**config.mk**
```make
export PLATFORM = sky130hd
export DESIGN_NAME = sync_fifo_ctrl_flat
export DESIGN_NICKNAME = d
export VERILOG_FILES = /design/src/rtl/sync_fifo_pkg.sv /design/src/rtl/sync_fifo_ctrl_if.sv /design/src/rtl/sync_fifo_ctrl_mem.sv /design/src/rtl/sync_fifo_ctrl.sv /design/src/flat_wrapper.sv
export SDC_FILE = /design/constraint.sdc
export NUM_CORES = 1
export LEC_CHECK = 0
export BUFFER_PORTS_ARGS = -buffer_cell sky130_fd_sc_hd__buf_2
export CORE_MARGIN = 2
export CORE_UTILIZATION = 65
export CTS_CLUSTER_DIAMETER = 200
export DETAILED_ROUTE_END_ITERATION = 7
export PLACE_DENSITY = 0.85
export SYNTH_ARGS = -nofsm -noshare
export SYNTH_HDL_FRONTEND = slang
export SYNTH_SLANG_ARGS = --single-unit
export TNS_END_PERCENT = 30
```
**constraint.sdc**
```tcl
create_clock -name clk -period 4.1 [get_ports clk]
set_input_delay 1.025 -clock clk [delete_from_list [all_inputs] [get_ports clk]]
set_output_delay 1.025 -clock clk [all_outputs]
set_load 0.01 [all_outputs]
```
**src/rtl/sync_fifo_pkg.sv**
```systemverilog
// Shared types and helpers for the single-clock FIFO controller.
package sync_fifo_pkg;

  typedef enum logic {
    FIFO_STD  = 1'b0,
    FIFO_FWFT = 1'b1
  } fifo_mode_e;

  // Wraps at depth-1 so any depth works, not only powers of two.
  function automatic int unsigned ptr_inc(input int unsigned ptr, input int unsigned depth);
    return (ptr == depth - 32'd1) ? 32'd0 : ptr + 32'd1;
  endfunction

endpackage

```
**src/rtl/sync_fifo_ctrl_if.sv**
```systemverilog
// Producer/consumer-facing bus of the FIFO. master = user side, slave = FIFO side.
// Valid/ready semantics: wr_en is honoured when !full or a read is accepted in the
// same cycle; rd_en is honoured when !empty; refused requests raise sticky errors.
interface sync_fifo_ctrl_if #(
  parameter int DATA_WIDTH = 8,
  parameter int DEPTH      = 16
);
  localparam int CW = $clog2(DEPTH + 1);

  logic                  flush;
  logic                  wr_en;
  logic [DATA_WIDTH-1:0] din;
  logic                  rd_en;
  logic [DATA_WIDTH-1:0] dout;
  logic                  full;
  logic                  empty;
  logic                  almost_full;
  logic                  almost_empty;
  logic [CW-1:0]         count;
  logic                  overflow;
  logic                  underflow;

  modport master (
    output flush, wr_en, din, rd_en,
    input  dout, full, empty, almost_full, almost_empty, count, overflow, underflow
  );

  modport slave (
    input  flush, wr_en, din, rd_en,
    output dout, full, empty, almost_full, almost_empty, count, overflow, underflow
  );
endinterface

```
**src/rtl/sync_fifo_ctrl_mem.sv**
```systemverilog
// FIFO storage: flop array with one synchronous write port and an asynchronous read port.
module fifo_mem #(
  parameter int DATA_WIDTH = 8,
  parameter int DEPTH      = 16,
  parameter int AW         = $clog2(DEPTH)
) (
  input  logic                  i_clk,
  input  logic                  i_we,
  input  logic [AW-1:0]         i_waddr,
  input  logic [DATA_WIDTH-1:0] i_wdata,
  input  logic [AW-1:0]         i_raddr,
  output logic [DATA_WIDTH-1:0] o_rdata
);

  logic [DATA_WIDTH-1:0] r_mem [DEPTH];

  always_ff @(posedge i_clk) begin
    if (i_we) r_mem[i_waddr] <= i_wdata;
  end

  assign o_rdata = r_mem[i_raddr];

endmodule

```
**src/rtl/sync_fifo_ctrl.sv**
```systemverilog
// Single-clock FIFO controller: pointers, occupancy, status flags, sticky errors,
// synchronous flush and a standard (registered) or first-word-fall-through read stage.
module sync_fifo_ctrl
  import sync_fifo_pkg::*;
#(
  parameter int         DATA_WIDTH    = 8,
  parameter int         DEPTH         = 16,
  parameter fifo_mode_e MODE          = FIFO_STD,
  parameter int         AFULL_THRESH  = DEPTH - 2,
  parameter int         AEMPTY_THRESH = 1
) (
  input  logic             clk,
  input  logic             rstn,
  sync_fifo_ctrl_if.slave  bus
);

  localparam int PW = $clog2(DEPTH);
  localparam int CW = $clog2(DEPTH + 1);
  localparam logic [CW-1:0] FULL_CNT = CW'(DEPTH);
  localparam logic [CW-1:0] AF_CNT   = CW'(AFULL_THRESH);
  localparam logic [CW-1:0] AE_CNT   = CW'(AEMPTY_THRESH);

  if (DEPTH < 2) begin : g_chk_depth
    $fatal(1, "sync_fifo_ctrl: DEPTH must be >= 2");
  end
  if (AFULL_THRESH < 1 || AFULL_THRESH > DEPTH) begin : g_chk_afull
    $fatal(1, "sync_fifo_ctrl: AFULL_THRESH must be in 1..DEPTH");
  end
  if (AEMPTY_THRESH < 0 || AEMPTY_THRESH > DEPTH - 1) begin : g_chk_aempty
    $fatal(1, "sync_fifo_ctrl: AEMPTY_THRESH must be in 0..DEPTH-1");
  end

  logic [PW-1:0]         r_wr_ptr;
  logic [PW-1:0]         r_rd_ptr;
  logic [CW-1:0]         r_count;
  logic                  r_overflow;
  logic                  r_underflow;

  logic                  w_full;
  logic                  w_empty;
  logic                  w_rd_acc;
  logic                  w_wr_acc;
  logic                  w_rd_fire;
  logic                  w_wr_fire;
  logic [DATA_WIDTH-1:0] w_mem_rdata;

  assign w_full    = (r_count == FULL_CNT);
  assign w_empty   = (r_count == '0);
  assign w_rd_acc  = bus.rd_en && !w_empty;
  // A full FIFO still takes a write when the same cycle frees a slot.
  assign w_wr_acc  = bus.wr_en && (!w_full || w_rd_acc);
  assign w_rd_fire = w_rd_acc && !bus.flush;
  assign w_wr_fire = w_wr_acc && !bus.flush;

  always_ff @(posedge clk or negedge rstn) begin
    if (!rstn) begin
      r_wr_ptr    <= '0;
      r_rd_ptr    <= '0;
      r_count     <= '0;
      r_overflow  <= 1'b0;
      r_underflow <= 1'b0;
    end else if (bus.flush) begin
      r_wr_ptr    <= '0;
      r_rd_ptr    <= '0;
      r_count     <= '0;
      r_overflow  <= 1'b0;
      r_underflow <= 1'b0;
    end else begin
      if (w_wr_fire) r_wr_ptr <= PW'(ptr_inc(32'(r_wr_ptr), DEPTH));
      if (w_rd_fire) r_rd_ptr <= PW'(ptr_inc(32'(r_rd_ptr), DEPTH));
      case ({w_wr_fire, w_rd_fire})
        2'b10:   r_count <= r_count + CW'(1);
        2'b01:   r_count <= r_count - CW'(1);
        default: r_count <= r_count;
      endcase
      if (bus.wr_en && !w_wr_acc) r_overflow  <= 1'b1;
      if (bus.rd_en && !w_rd_acc) r_underflow <= 1'b1;
    end
  end

  fifo_mem #(
    .DATA_WIDTH (DATA_WIDTH),
    .DEPTH      (DEPTH),
    .AW         (PW)
  ) u_mem (
    .i_clk   (clk),
    .i_we    (w_wr_fire),
    .i_waddr (r_wr_ptr),
    .i_wdata (bus.din),
    .i_raddr (r_rd_ptr),
    .o_rdata (w_mem_rdata)
  );

  if (MODE == FIFO_STD) begin : g_std
    logic [DATA_WIDTH-1:0] r_dout;

    always_ff @(posedge clk or negedge rstn) begin
      if (!rstn)          r_dout <= '0;
      else if (bus.flush) r_dout <= '0;
      else if (w_rd_fire) r_dout <= w_mem_rdata;
    end

    assign bus.dout = r_dout;
  end else begin : g_fwft
    // Head word is visible straight from storage; meaningless while empty.
    assign bus.dout = w_mem_rdata;
  end

  assign bus.full         = w_full;
  assign bus.empty        = w_empty;
  assign bus.almost_full  = (r_count >= AF_CNT);
  assign bus.almost_empty = (r_count <= AE_CNT);
  assign bus.count        = r_count;
  assign bus.overflow     = r_overflow;
  assign bus.underflow    = r_underflow;

endmodule

```
**src/flat_wrapper.sv**
```systemverilog
// flat-port wrapper written by rule: the top's interface ports become plain ports
module sync_fifo_ctrl_flat import sync_fifo_pkg::*;
#(
  parameter int         DATA_WIDTH    = 8,
  parameter int         DEPTH         = 16,
  parameter fifo_mode_e MODE          = FIFO_STD,
  parameter int         AFULL_THRESH  = DEPTH - 2,
  parameter int         AEMPTY_THRESH = 1
)
  (clk, rstn, bus_flush, bus_wr_en, bus_din, bus_rd_en, bus_dout, bus_full, bus_empty, bus_almost_full, bus_almost_empty, bus_count, bus_overflow, bus_underflow);
  sync_fifo_ctrl_if #(.DATA_WIDTH(DATA_WIDTH), .DEPTH(DEPTH)) bus_i ();
  input  logic clk;
  input  logic rstn;
  input wire logic [$bits(bus_i.flush)-1:0] bus_flush;
  input wire logic [$bits(bus_i.wr_en)-1:0] bus_wr_en;
  input wire logic [$bits(bus_i.din)-1:0] bus_din;
  input wire logic [$bits(bus_i.rd_en)-1:0] bus_rd_en;
  output wire logic [$bits(bus_i.dout)-1:0] bus_dout;
  output wire logic [$bits(bus_i.full)-1:0] bus_full;
  output wire logic [$bits(bus_i.empty)-1:0] bus_empty;
  output wire logic [$bits(bus_i.almost_full)-1:0] bus_almost_full;
  output wire logic [$bits(bus_i.almost_empty)-1:0] bus_almost_empty;
  output wire logic [$bits(bus_i.count)-1:0] bus_count;
  output wire logic [$bits(bus_i.overflow)-1:0] bus_overflow;
  output wire logic [$bits(bus_i.underflow)-1:0] bus_underflow;
  assign bus_i.flush = bus_flush;
  assign bus_i.wr_en = bus_wr_en;
  assign bus_i.din = bus_din;
  assign bus_i.rd_en = bus_rd_en;
  assign bus_dout = bus_i.dout;
  assign bus_full = bus_i.full;
  assign bus_empty = bus_i.empty;
  assign bus_almost_full = bus_i.almost_full;
  assign bus_almost_empty = bus_i.almost_empty;
  assign bus_count = bus_i.count;
  assign bus_overflow = bus_i.overflow;
  assign bus_underflow = bus_i.underflow;
  sync_fifo_ctrl #(.DATA_WIDTH(DATA_WIDTH), .DEPTH(DEPTH), .MODE(MODE), .AFULL_THRESH(AFULL_THRESH), .AEMPTY_THRESH(AEMPTY_THRESH)) u_core (.clk(clk), .rstn(rstn), .bus(bus_i));
endmodule
```
==> impl_metrics.csv <==
group,metric,value,unit
flow_run,maxCapViolCount,0,
route,routedWlPerCell,23.5,um
setup_path,crit_type,"reg2out",
global_routing,gr-usage-met3,7.05,%
floorplanning,core_area,9640,um^2
global_routing,grt_util_met1,39.7,%
global_routing,busiest_layer,"met2",
finish,fill_cells,588,
route,drc,0,
synth,synth-seq-cells,151,
timing,fin_ws,0.679,ns
floorplanning,die_h,103,um
synth,avgSynthCellArea,16.8,um^2
synth,syn_nets,400,
finish,post_route_cells_drive_above_1_share,25.6,%
route,drt_iter0_markers,439,
route,routed_wl,13.1,mm
global_routing,met2_usage,44.6,%
synth,yosysTopAreaCell,"edfxtp_1",
timing,fin_skew,0.0108,ns
floorplanning,start_util,65.9,%
cts,postCtsResizedCells,0,
finish,synthToLayoutAreaGrowth,12.5,%
floorplanning,dieArea,10600,um^2
synth,synth_edf_count,128,
setup_path,path_max_fanout,9,
setup_path,r2r_cells,6,
cts,postCtsHoldBufs,0,
cts,post_cts.repair.setup_buffers,0,
setup_path,reg2reg_to,"u_core.u_mem.r_mem[15][0]$_DFFE_PP_",
placement,place_inst,527,
cts,cts_tree,"yes",
synth,synth_cell_type_count,49,
timing,layout_min_cycle_time,3.42,ns
synth,synth.area.top_cells,"edfxtp_1, mux4_2, dfrtp_1",
global_routing,overflow,0,
global_routing,grt_antenna_before_repair,0,
finish,num_antenna_cells,0,
timing,worst_pin_slew,0.854,ns
global_routing,track_usage,28.2,%
setup_path,cp-end-kind,"output pin",
synth,seq_area_frac_synth,69.6,%
placement,io_buffers,31,
synth,synthesis.area,6350,um^2
placement,globalplace.congestion,0.896,
power_and_ir_drop,irDropWorstVdd,0.365,mV
finish,fin_nets,436,
finish,final-instance-count-excl-fill,559,
cts,cts_sinks,151,
route,vias_per_cell,6.32,
synth,yosysMostFrequentCell,"edfxtp_1",
route,dr.pass1.iters,5,
cts,cts_buffer_depth,2,
floorplanning,ioPinCount,32,
floorplanning,die_x,103,um
setup_path,cp.arrival,2.40,ns
placement,dp_hpwl,8.55,mm
synth,synth_warnings,0,
floorplanning,row_count,36,
setup_path,rrSetupSlack,1.20,ns
global_routing,grt_pass1_vias,3544,
timing,setup_tns,0,ns
setup_path,cp.required,3.07,ns
timing,slew_headroom,43.1,%
route,antenna_left,0,
run_status,status,"completed",
cts,numCtsBuffers,17,
min_path,hold_class,"in2async",
timing,maxSlewViolCount,0,
cts,clock_latency,0.53,ns
timing,setup_violations,0,
synth,ys.flop_type,"edfxtp_1",
global_routing,grt_start_max_net_pins,28,
synth,async_flop_share,15.2,%
synth,yosys.area.top_type_share,60.5,%
setup_path,cp-start-kind,"flip-flop",
timing,finalCritPeriodShare,83.4,%
synth,synth_common_cells,"edfxtp_1, mux4_2, dfrtp_1, nor2_1, inv_1",
power_and_ir_drop,p_leak,0.00246,uW
cts,path_clk_slew,0.06,ns
cts,root_buffer,"clkbuf_8",
cts,htree_levels,4,
route,vias,3535,
timing,rsz0062_at_grt,"false",
placement,dp_slack,0.922,ns
power_and_ir_drop,powerDensity,578,nW/um^2
setup_path,timing.rr.start,"u_core.bus.count[1]$_DFFE_PN0P_",
timing,fmax,0.292,GHz
synth,syn_inst,377,
timing,hold_slack,0.456,ns
global_routing,grt_pass1_wl,20.7,mm
timing,hold_viol_final,0,
where the power goes:
part	internal [uW]	switching (uW)	leakage, uW	total [uW]
clock	747	610	0.000247	1360
combinational	446	458	0.000750	903
sequential	1740	132	0.00146	1870
total	2930	1200	0.00246	4130
logic make-up (layout without fill, tap and decap cells):
| logic type | count (synthesis) | in the layout | share of synthesized area, % |
|---|---|---|---|
| adder cells (fa/ha/maj) | 10 | 10 | 1.97 |
| AND/OR/NAND/NOR | 77 | 77 | 6.03 |
| XOR/XNOR | 4 | 4 | 0.552 |
| flip-flops | 151 | 151 | 69.6 |
| multiplexers | 43 | 43 | 13.2 |
| buffers and inverters | 43 | 92 | 2.94 |
| AO/OA/AOI/OAI | 49 | 49 | 5.72 |
registers in the layout, summed over array words and instances, names as in the netlist:
name,cells
u_core.u_mem.r_mem,128
u_core.bus.dout,8
u_core.bus.count,5
u_core.r_rd_ptr,4
u_core.r_wr_ptr,4
u_core.bus.overflow,1
u_core.bus.underflow,1
worst max path at each step:
stage	startpoint	endpoint	depth (start not counted)
floorplan	bus_rd_en	u_core.u_mem.r_mem[0][0]$_DFFE_PP_	5
global placement	bus_rd_en	u_core.u_mem.r_mem[13][1]$_DFFE_PP_	5
detailed placement	bus_rd_en	u_core.u_mem.r_mem[15][0]$_DFFE_PP_	5
CTS	u_core.bus.count[1]$_DFFE_PN0P_	bus_full	5
global route	u_core.bus.count[0]$_DFFE_PN0P_	bus_full	5
finish	u_core.bus.count[1]$_DFFE_PN0P_	bus_full	5
critical path, stage by stage (launching register included):
cell,delay (ns)
dfrtp_1,0.47
inv_1,0.16
ha_1,0.21
nor3b_1,0.63
and2_1,0.25
buf_2,0.14
layout make-up:
type | instances | area, um^2 | area share [%]
Sequential cell | 151 | 4420 | 61.9
Inverter | 21 | 78.8 | 1.10
Clock inverter | 14 | 103 | 1.44
Clock buffer | 18 | 418 | 5.85
Tap cell | 133 | 166 | 2.33
Timing Repair Buffer | 39 | 215 | 3.01
Multi-Input combinational cell | 183 | 1740 | 24.4
layout by cell type, fill, tap and decap left out, types with 2 or more instances in the layout:
cell | synthesis | layout
clkinv_4 | 0 | 3
a21oi_1 | 17 | 17
buf_2 | 5 | 31
edfxtp_1 | 128 | 128
ha_1 | 10 | 10
nand2b_1 | 4 | 4
mux2i_1 | 9 | 9
clkinvlp_4 | 0 | 3
nor3b_1 | 2 | 2
o2bb2ai_1 | 7 | 7
and2_1 | 2 | 2
or4_1 | 2 | 2
nor3_1 | 6 | 6
nor2_1 | 23 | 23
nor2b_1 | 7 | 7
buf_4 | 1 | 8
nand3_1 | 4 | 4
xor2_1 | 3 | 3
inv_1 | 20 | 20
dfrtp_1 | 23 | 22
o21ai_0 | 4 | 4
clkinv_1 | 0 | 3
o211ai_1 | 9 | 9
inv_6 | 0 | 3
clkbuf_16 | 0 | 16
mux4_2 | 32 | 32
nand2_1 | 19 | 19
metal layers:
| layer | share of wire, % | vias to the layer above |
|---|---|---|
| met5 | 0 | - |
| met4 | 1.4 | 0 |
| met3 | 7.7 | 18 |
| met2 | 50 | 216 |
| met1 | 41 | 1767 |
| li1 | - | 1534 |
metrics by stage:
step | util, % | power [uW] | instance area, um^2
6_report | 74.1 | 4130 | 7140
5_1_grt | 74.1 | 4300 | 7140
4_1_cts | 74.1 | 4150 | 7140
3_5_place_dp | 68.7 | 2790 | 6620
3_3_place_gp | 68.7 | 2770 | 6620
2_1_floorplan | - | 2550 | 6350
No activity file was read; power rests on OpenSTA's default activity.
